File: src/rtl/sec_tick_timer_if.sv
// Command/status bundle between a lift controller and the seconds timer:
// countdown request and abort in one direction, tick/countdown/watchdog status in the other.
interface sec_tick_timer_if #(
    parameter int CNT_W = 8
);
    logic             start;
    logic [CNT_W-1:0] load_sec;
    logic             abort;
    logic             tick;
    logic             busy;
    logic             done;
    logic [CNT_W-1:0] remain;
    logic             tick_lost;

    modport master (
        output start, load_sec, abort,
        input  tick, busy, done, remain, tick_lost
    );

    modport slave (
        input  start, load_sec, abort,
        output tick, busy, done, remain, tick_lost
    );
endinterface

File: src/rtl/sec_tick_timer.sv
// Brings the divided 1 s square wave into the clk_100MHz domain as a one-cycle tick,
// runs a loadable seconds countdown on those ticks and flags loss of the 1 s source.
module sec_tick_timer #(
    parameter int CNT_W        = 8,
    parameter int TICK_TIMEOUT = 150000000
) (
    input  logic            clk_100MHz,
    input  logic            rst_n,
    input  logic            clk_1s,
    sec_tick_timer_if.slave bus
);

    localparam int WD_W = $clog2(TICK_TIMEOUT + 1);
    localparam logic [WD_W-1:0] WD_MAX = WD_W'(TICK_TIMEOUT);

    localparam logic [1:0] ST_IDLE = 2'd0;
    localparam logic [1:0] ST_RUN  = 2'd1;
    localparam logic [1:0] ST_DONE = 2'd2;

    logic             sync1_reg;
    logic             sync2_reg;
    logic             prev_reg;
    logic             tick_reg;
    logic [1:0]       state_reg;
    logic [1:0]       state_next;
    logic [CNT_W-1:0] remain_reg;
    logic [CNT_W-1:0] remain_next;
    logic [WD_W-1:0]  wd_cnt_reg;
    logic             tick_lost_reg;

    // Two-flop synchronizer followed by a rising-edge detector on the synchronized level.
    always_ff @(posedge clk_100MHz or negedge rst_n) begin
        if (!rst_n) begin
            sync1_reg <= 1'b0;
            sync2_reg <= 1'b0;
            prev_reg  <= 1'b0;
            tick_reg  <= 1'b0;
        end else begin
            sync1_reg <= clk_1s;
            sync2_reg <= sync1_reg;
            prev_reg  <= sync2_reg;
            tick_reg  <= sync2_reg & ~prev_reg;
        end
    end

    always_comb begin
        state_next  = state_reg;
        remain_next = remain_reg;
        case (state_reg)
            ST_IDLE: begin
                if (bus.abort) begin
                    state_next = ST_IDLE;
                end else if (bus.start) begin
                    if (bus.load_sec != '0) begin
                        state_next  = ST_RUN;
                        remain_next = bus.load_sec;
                    end else begin
                        state_next  = ST_DONE;
                        remain_next = '0;
                    end
                end
            end
            ST_RUN: begin
                // Abort wins over a coincident tick; start is ignored while running.
                if (bus.abort) begin
                    state_next  = ST_IDLE;
                    remain_next = '0;
                end else if (tick_reg) begin
                    if (remain_reg <= CNT_W'(1)) begin
                        state_next  = ST_DONE;
                        remain_next = '0;
                    end else begin
                        remain_next = remain_reg - 1'b1;
                    end
                end
            end
            ST_DONE: begin
                state_next = ST_IDLE;
            end
            default: begin
                state_next  = ST_IDLE;
                remain_next = '0;
            end
        endcase
    end

    always_ff @(posedge clk_100MHz or negedge rst_n) begin
        if (!rst_n) begin
            state_reg  <= ST_IDLE;
            remain_reg <= '0;
        end else begin
            state_reg  <= state_next;
            remain_reg <= remain_next;
        end
    end

    // Watchdog: counts cycles since the last tick, saturates, and latches a fault
    // on the cycle the count reaches the timeout; only a tick or reset clears it.
    always_ff @(posedge clk_100MHz or negedge rst_n) begin
        if (!rst_n) begin
            wd_cnt_reg    <= '0;
            tick_lost_reg <= 1'b0;
        end else if (tick_reg) begin
            wd_cnt_reg    <= '0;
            tick_lost_reg <= 1'b0;
        end else begin
            if (wd_cnt_reg != WD_MAX) begin
                wd_cnt_reg <= wd_cnt_reg + 1'b1;
            end
            if (wd_cnt_reg == WD_MAX - 1'b1) begin
                tick_lost_reg <= 1'b1;
            end
        end
    end

    assign bus.tick      = tick_reg;
    assign bus.busy      = (state_reg == ST_RUN);
    assign bus.done      = (state_reg == ST_DONE);
    assign bus.remain    = remain_reg;
    assign bus.tick_lost = tick_lost_reg;

endmodule
File: src/flat_wrapper.sv
// flat-port wrapper written by rule: the top's interface ports become plain ports
module sec_tick_timer_flat 
#(
    parameter int CNT_W        = 8,
    parameter int TICK_TIMEOUT = 150000000
)
  (clk_100MHz, rst_n, clk_1s, bus_start, bus_load_sec, bus_abort, bus_tick, bus_busy, bus_done, bus_remain, bus_tick_lost);
  sec_tick_timer_if #(.CNT_W(CNT_W)) bus_i ();
  input  logic clk_100MHz;
  input  logic rst_n;
  input  logic clk_1s;
  input wire logic [$bits(bus_i.start)-1:0] bus_start;
  input wire logic [$bits(bus_i.load_sec)-1:0] bus_load_sec;
  input wire logic [$bits(bus_i.abort)-1:0] bus_abort;
  output wire logic [$bits(bus_i.tick)-1:0] bus_tick;
  output wire logic [$bits(bus_i.busy)-1:0] bus_busy;
  output wire logic [$bits(bus_i.done)-1:0] bus_done;
  output wire logic [$bits(bus_i.remain)-1:0] bus_remain;
  output wire logic [$bits(bus_i.tick_lost)-1:0] bus_tick_lost;
  assign bus_i.start = bus_start;
  assign bus_i.load_sec = bus_load_sec;
  assign bus_i.abort = bus_abort;
  assign bus_tick = bus_i.tick;
  assign bus_busy = bus_i.busy;
  assign bus_done = bus_i.done;
  assign bus_remain = bus_i.remain;
  assign bus_tick_lost = bus_i.tick_lost;
  sec_tick_timer #(.CNT_W(CNT_W), .TICK_TIMEOUT(TICK_TIMEOUT)) u_core (.clk_100MHz(clk_100MHz), .rst_n(rst_n), .clk_1s(clk_1s), .bus(bus_i));
endmodule
File: config.mk
export PLATFORM = sky130hd
export DESIGN_NAME = sec_tick_timer_flat
export DESIGN_NICKNAME = d
export VERILOG_FILES = /design/src/rtl/sec_tick_timer_if.sv /design/src/rtl/sec_tick_timer.sv /design/src/flat_wrapper.sv
export SDC_FILE = /design/constraint.sdc
export NUM_CORES = 1
export LEC_CHECK = 0
export BUFFER_PORTS_ARGS = -buffer_cell sky130_fd_sc_hd__buf_2
export CAP_MARGIN = 20
export CORE_MARGIN = 2
export CORE_UTILIZATION = 30
export DETAILED_ROUTE_END_ITERATION = 8
export GPL_TIMING_DRIVEN = 0
export SYNTH_ARGS = -nofsm -noshare
export SYNTH_HDL_FRONTEND = slang
export SYNTH_SLANG_ARGS = --single-unit
File: constraint.sdc
create_clock -name clk_100MHz -period 2.4 [get_ports clk_100MHz]
set_input_delay 0.36 -clock clk_100MHz [delete_from_list [all_inputs] [get_ports clk_100MHz]]
set_output_delay 0.36 -clock clk_100MHz [all_outputs]
set_load 0.02 [all_outputs]
==> results of run 1 <==
-- per-stage QoR --
| stage | cell area [sq um] | std cells |
|---|---|---|
| after floorplan | 2410 | 254 |
| after global placement | 2660 | 380 |
| after detailed placement | 2660 | 380 |
| after CTS | 2760 | 388 |
| after global routing | 2790 | 391 |
| final | 2790 | 391 |
-- power by group through the flow --
stage / Clock (mW) / Sequential, mW / Combinational [mW]
4_1_cts: 0.526 / 0.863 / 0.388
3_5_place_dp: 0 / 0.878 / 0.387
6_report: 0.514 / 0.863 / 0.390
3_3_place_gp: 0 / 0.876 / 0.381
5_1_grt: 0.554 / 0.877 / 0.442
2_1_floorplan: 0 / 0.901 / 0.231
-- layout by cell type (no fill, tap or decap), drive strengths merged, types with 3 or more instances in the layout --
cell,n
dfrtp,43
buf,29
a21oi,20
nor2,19
clkbuf,18
nand3,15
nand2,14
o31ai,11
or4,10
inv,8
o21ai,8
nor4,8
or3,8
nor2b,7
xor2,7
and4,6
nand4,6
nor3,4
xnor2,4
ha,4
nor4b,3
a22oi,3
-- routing by layer --
metal  wire length, um  track usage [%]  up-vias
li1                  -                -     1029
met3               114             1.45        8
met2              2480             21.0       37
met1              2810             20.3     1009
met4               102             5.68        0
met5                 0                0        -
-- area by class of cell --
type,count,area [sq um],area share [%]
plain buffers,13,58.8,2.11
clock buffers,8,100,3.59
inverters,8,30.0,1.08
multi-input cells,190,1240,44.6
flip-flops and latches,43,1080,38.5
well taps,102,128,4.57
repair buffers,27,155,5.56
-- cell families after synthesis --
group / synth area share, %
DFF: 44.7
buffers and inverters: 3.69
muxes: 1.35
adders and majority gates: 2.08
AOI/OAI and AO/OA: 16.3
xor gates and xnor gates: 4.00
and+or+nand+nor: 27.9
-- final timing paths --
| check | start | slack [ns] | end | cells past startpoint |
|---|---|---|---|---|
| max in group asynchronous | rst_n | 1.46 | u_core.bus.remain[1]$_DFFE_PN0P_ | 3 |
| hold / removal | clk_1s | 0.17 | u_core.sync1_reg$_DFF_PN0_ | 1 |
| hold reg to reg | u_core.sync1_reg$_DFF_PN0_ | 0.36 | u_core.sync2_reg$_DFF_PN0_ | 0 |
| setup reg to reg | u_core.state_reg[1]$_DFFE_PN0P_ | 0.30 | u_core.bus.remain[1]$_DFFE_PN0P_ | 7 |
| min in group asynchronous | rst_n | 0.46 | u_core.wd_cnt_reg[21]$_DFFE_PN0P_ | 2 |
| setup / recovery | u_core.state_reg[1]$_DFFE_PN0P_ | 0.30 | u_core.bus.remain[1]$_DFFE_PN0P_ | 7 |
-- timing repair --
item,in CTS,in global routing
endpoints found under the setup margin,0,0
hold buffers,0,1
hold endpoints to repair,0,11
==> metrics.txt, run 1 <==
CP arrival=between 2 and 2.5 ns; die width=between 90 and 100 um; WHS=0.169 ns; max reg flops=28; top-area cell type share of the netlist area=between 40 and 50%; global-route wire length before repair=just under 10000 um; final critical-path required period=around 2.1 ns; worst-path fanout max=10; sw power=roughly 550 uW; Initial Util=approximately 31%; final core occ=about 36%; TritonCTS clock tree=built; vias in the first global route=roughly 2000; Max clock buf depth=2; internal power=1.21 mW; die area=8760 sq um; synth top area cells=dfrtp_1 45%, a21oi_1 4.2%, o31ai_1 3.4%; Setup-failing EPs final=0; max_cap viols=0; Ant. Diodes=0; VDD IR max=~0.43 mV; Post-synth EDFFs=0; setup TNS=0 ns; Data required, critical path=roughly 2.6 ns; Sink Count=43; pwr dens=around 630 nW/um^2; Slowest-stage cell, CP=nor4b_1; synthesized area=2410 sq um; final antenna-violating net count=0; count of pins over their slew limit=0; RSZ-0062 raised after global routing=no; Mapped Avg Cell Area=around 9.5 sq um; grt ovf=0; Gate Count Post-Synth=between 200 and 300; worst skew pair latency=about 0.30 ns; core box area=approximately 8000 sq um; final period utilization=87.6%; FILL cells=slightly above 800; Vias/cell=around 5.3; synth-to-layout area growth=15.9%; CP cell instances=clkbuf_1 -> nor4b_1 -> clkbuf_2 -> a21oi_1 -> buf_2 -> a22oi_1 -> o21ai_0; Yosys Warn Count=0; # rows=32; DP Worst Slack=0.135 ns; fraction of layout cells with a size suffix above 1=about 16%; ys flop type=dfrtp_1; Clock Power Share=between 20% and 30%; crit path kind=reg2reg; Setup crit start kind=flop; DP HPWL=around 4000 um; CP endpoint kind=flop; post-synthesis sequential area ratio=roughly 45%; final count of hold timing violations=0; status=complete, no violations; cts repair resizes=0; largest net degree at the start of global routing=44; initial antenna violation count=0; Mapped Nets=271; H-Tree Depth=2; setup ws final=0.296 ns; clock slew at reported path FFs=about 0.080 ns; asr flop ratio synth=100%; #FFs+latches synth=43; Tot Pwr=approximately 1.8 mW; relative slew slack=around 58%; Post-CTS Setup Inserts=0; clk root buf=clkbuf_8; CP peak stage delay=approximately 0.56 ns; IO Pins=25; Final GP Congestion=0.849; DR vias=2083; static leakage=approximately 1.1 nW; die height=around 94 um; Fmax=475 MHz; sw frac=a little under a third; largest area contributor in the netlist=dfrtp_1; Yosys cell types=just under 50; Critical path buffers and inverters=3; initial DRC count=130; Synth top cells by count=43 x dfrtp_1, 20 x a21oi_1, 19 x nor2_1; drt wl/cell=~14 um; Comb power frac=between 20% and 30%; most common cell in the synthesized netlist=dfrtp_1; Tot GR Track Use=around 14%; drt pass-1 iters=4; drt drc=0; Seq pwr share=between 40% and 50%; Detailed Route WL=~5500 um; Nets=305; CTS Buf Count=5; Hold Path Class=in2reg; port buffer count=24; Top delay family on crit path=buffers and inverters; Layout Skew=between 0.01 and 0.015 ns; worst-margin pin slew=roughly 0.62 ns
Note: power is estimated with default switching activity, not from simulation.
==> run 2: changes to the inputs <==
--- a/config.mk
+++ b/config.mk
@@ -5,12 +5,14 @@
 export SDC_FILE = /design/constraint.sdc
 export NUM_CORES = 1
 export LEC_CHECK = 0
+export ABC_AREA = 1
 export BUFFER_PORTS_ARGS = -buffer_cell sky130_fd_sc_hd__buf_2
 export CAP_MARGIN = 20
 export CORE_MARGIN = 2
 export CORE_UTILIZATION = 30
 export DETAILED_ROUTE_END_ITERATION = 8
 export GPL_TIMING_DRIVEN = 0
+export SETUP_SLACK_MARGIN = 0.5
 export SYNTH_ARGS = -nofsm -noshare
 export SYNTH_HDL_FRONTEND = slang
 export SYNTH_SLANG_ARGS = --single-unit
==> run 2 against run 1 <==
Effect of this change:
- the run now ends with hold timing left
- global-route usage decreased by 0.53 points
- setup slack improved by 0.47 ns
- worst hold slack got worse by 0.19 ns
- clock-buffer cell count decreased by 2
- non-clock buffer count decreased by 11
- die area increased by 9.1%
- register-to-register slack improved by 0.47 ns
- utilization decreased by 0.83 points
- via count increased by 16%
- first-iteration DRC count decreased by 18%
- largest cell class unchanged
==> metrics.txt, run 2 <==
CP cell instances=inv_1 -> ha_1 -> inv_1 -> nand2_1 -> nand2_1 -> o21ai_2 -> nand3_1 -> o21a_1; Initial Util=a little under a third; DR vias=roughly 2400; DR WL met3=between 200 and 250 um; register area=about 1100 sq um; worst skew pair latency=0.30 ns; CP peak stage delay=between 0.4 and 0.5 ns; final core occ=35.1%; synth top area cells=dfrtp_1 41%, nand2_1 15%, nor2_1 11%; Tot GR Track Use=between 10% and 20%; pwr dens=around 800 nW/um^2; Hold Path Class=in2async; top-area cell type share of the netlist area=approximately two fifths; RSZ-0062 raised after global routing=no; Met2 Wirelength=between 2000 and 3000 um; largest net degree at the start of global routing=44; sw frac=about two fifths; grt ovf=0; drt drc=0; CP endpoint kind=flop; Layout Skew=roughly 0.0058 ns; area of the multi-input gates=between 1000 and 1500 sq um; most common cell after layout, fill and taps aside=nand2_1; static leakage=around 1.4 nW; Mapped Avg Cell Area=6.85 sq um; #FFs+latches synth=43; R2R Setup Slk=between 0.7 and 0.8 ns; asr flop ratio synth=100%; Gate Count Post-Synth=~390; commonest cells after routing, fill and taps aside=107 x nand2_1, 80 x nor2_1, 46 x inv_1, 43 x dfrtp_1, 26 x buf_2; Ant. Diodes=0; end of the worst register-to-register path=u_core.state_reg[0]$_DFFE_PN0P_; Clock Power Share=25.1%; core box area=approximately 8600 sq um; initial antenna violation count=0; Fmax=a little over 600 MHz; final antenna-violating net count=0; sw power=approximately 920 uW; TritonCTS clock tree=built; Yosys Warn Count=0; cts repair resizes=0; initial DRC count=around 110; Sink Count=between 40 and 50; clock slew at reported path FFs=approximately 0.08 ns; final critical-path required period=roughly 1.6 ns; clk root buf=clkbuf_8; final period utilization=around two thirds; drt wl/cell=roughly 11 um; Setup-failing EPs final=0; relative slew slack=between 60 and 70%; Mapped Nets=approximately 400; post-synthesis simple-gate area fraction=between 30% and 40%; worst-path fanout max=6; Final GP Congestion=0.850; CTS Buf Count=5; XOR/XNOR Fraction of Synth Area=1.99%; Synth top cells by count=107 x nand2_1, 80 x nor2_1, 46 x inv_1; Tot Pwr=roughly 2.4 mW; most common cell in the synthesized netlist=nand2_1; Nets=between 400 and 500; die height=around 98 um; Detailed Route WL=about 6000 um; setup ws final=approximately 0.77 ns; largest family of logic cells by synthesized area=simple AND/OR/NAND/NOR gates; post-synthesis mux area share=0%; internal power=about 1.4 mW; synthesized area=around 2600 sq um; DP HPWL=4530 um; Vias/cell=between 4 and 5; DP Worst Slack=between 0.7 and 0.8 ns; Area after DPL=about 2900 sq um; Data required, critical path=approximately 2.6 ns; Slowest-stage cell, CP=dfrtp_1; Post-CTS Hold Buffers=0; Metal-1 WL=2930 um; vias in the first global route=roughly 2300; worst-margin pin slew=about 0.48 ns; post-route design area=just over 3000 sq um; die width=~100 um; max reg flops=28; Post-synth EDFFs=0; post-synthesis sequential area ratio=40.8%; die area=about 9600 sq um; final count of hold timing violations=17; port buffer count=24; depth of the most critical reg-to-reg path=8; fraction of layout cells with a size suffix above 1=between 10% and 20%; highest routed metal layer=met4; RR Startpoint=u_core.bus.remain[0]$_DFFE_PN0P_; VDD IR max=around 0.54 mV; Seq pwr share=around 40%; Post-Synth Adder-Cell Area=1.90%; WHS=-0.0174 ns; Post-CTS Setup Inserts=0; CP arrival=between 1.5 and 2 ns; crit path kind=reg2reg; IO Pins=25; Yosys cell types=28; count of pins over their slew limit=0; FILL cells=about 940; drt pass-1 iters=4; failing checks=hold timing; status=finished with violations; max_cap viols=0; setup TNS=0 ns; Max clock buf depth=2; synth-to-layout area growth=14.9%; H-Tree Depth=2; # rows=34; Setup crit start kind=flop; Comb power frac=34.7%; ys flop type=dfrtp_1; global-route wire length before repair=around 11000 um; largest area contributor in the netlist=dfrtp_1; Compound-Gate Fraction of Synth Area=under 10%
run 2: cell types whose count changed after synthesis, sizes merged, moves of 4 or more:
cell	delta
a21oi	-7
and4	-6
clkbuf	-9
inv	+41
nand2	+98
nand3	+10
nor2	+70
nor2b	-7
nor4	-8
o21ai	+13
o31ai	-11
or3	-8
or4	-10
xor2	-4
run 2: final cells by class:
type | instances | share of cell area (%)
Inverter | 49 | 6.07
Clock buffer | 6 | 2.72
Buffer | 4 | 0.949
Tap cell | 108 | 4.46
Sequential cell | 43 | 35.5
Clock inverter | 2 | 1.16
Multi-Input combinational cell | 289 | 44.5
Timing Repair Buffer | 25 | 4.62
run 2: cell families (layout without fill, tap and decap cells):
family                   after synthesis  count (layout)
AO/OA/AOI/OAI                         36              36
XOR/XNOR                               6               6
adder cells (fa/ha/maj)                4               4
buffers and inverters                 53              86
flip-flops                            43              43
AND/OR/NAND/NOR                      243             243
run 2: worst max-delay path: cells and delay by family, from the launching register on:
| family | cells | cell delay [ns] |
|---|---|---|
| buf+inv | 2 | 0.15 |
| fa+ha+maj | 1 | 0.22 |
| simple gates | 3 | 0.26 |
| compound gates | 2 | 0.44 |
| flops | 1 | 0.44 |
run 2: worst max-delay path by stage:
stage / start / to / slack (ns) / cells after the start
after floorplan: u_core.bus.remain[0]$_DFFE_PN0P_ / u_core.state_reg[0]$_DFFE_PN0P_ / 0.90 / 8
after global placement: u_core.bus.remain[0]$_DFFE_PN0P_ / u_core.state_reg[0]$_DFFE_PN0P_ / 0.79 / 8
after detailed placement: u_core.bus.remain[0]$_DFFE_PN0P_ / u_core.state_reg[0]$_DFFE_PN0P_ / 0.75 / 8
after CTS: u_core.bus.remain[0]$_DFFE_PN0P_ / u_core.state_reg[0]$_DFFE_PN0P_ / 0.74 / 8
after global routing: u_core.bus.remain[0]$_DFFE_PN0P_ / u_core.state_reg[0]$_DFFE_PN0P_ / 0.59 / 8
final: u_core.bus.remain[0]$_DFFE_PN0P_ / u_core.state_reg[0]$_DFFE_PN0P_ / 0.77 / 8
run 2: per-layer routing:
metal	track usage [%]	up-vias
li1	-	1264
met1	17.8	1097
met2	22.7	53
met3	2.15	7
met4	3.53	0
met5	0	-
run 2: through the flow:
stage               cells  hold WS [ns]
floorplan             385        0.0644
global placement      517         0.335
detailed placement    517         0.344
CTS                   525         0.153
global route          526        0.0156
finish                526       -0.0174
run 2: power by group through the flow:
stage                     clock (mW)  sequential, mW  combinational [mW]
after floorplan                    0           0.995               0.554
after global placement             0           0.961               0.802
after detailed placement           0           0.963               0.827
after CTS                      0.615           0.953               0.828
after global routing           0.646           0.974               0.941
final                          0.593           0.953               0.822
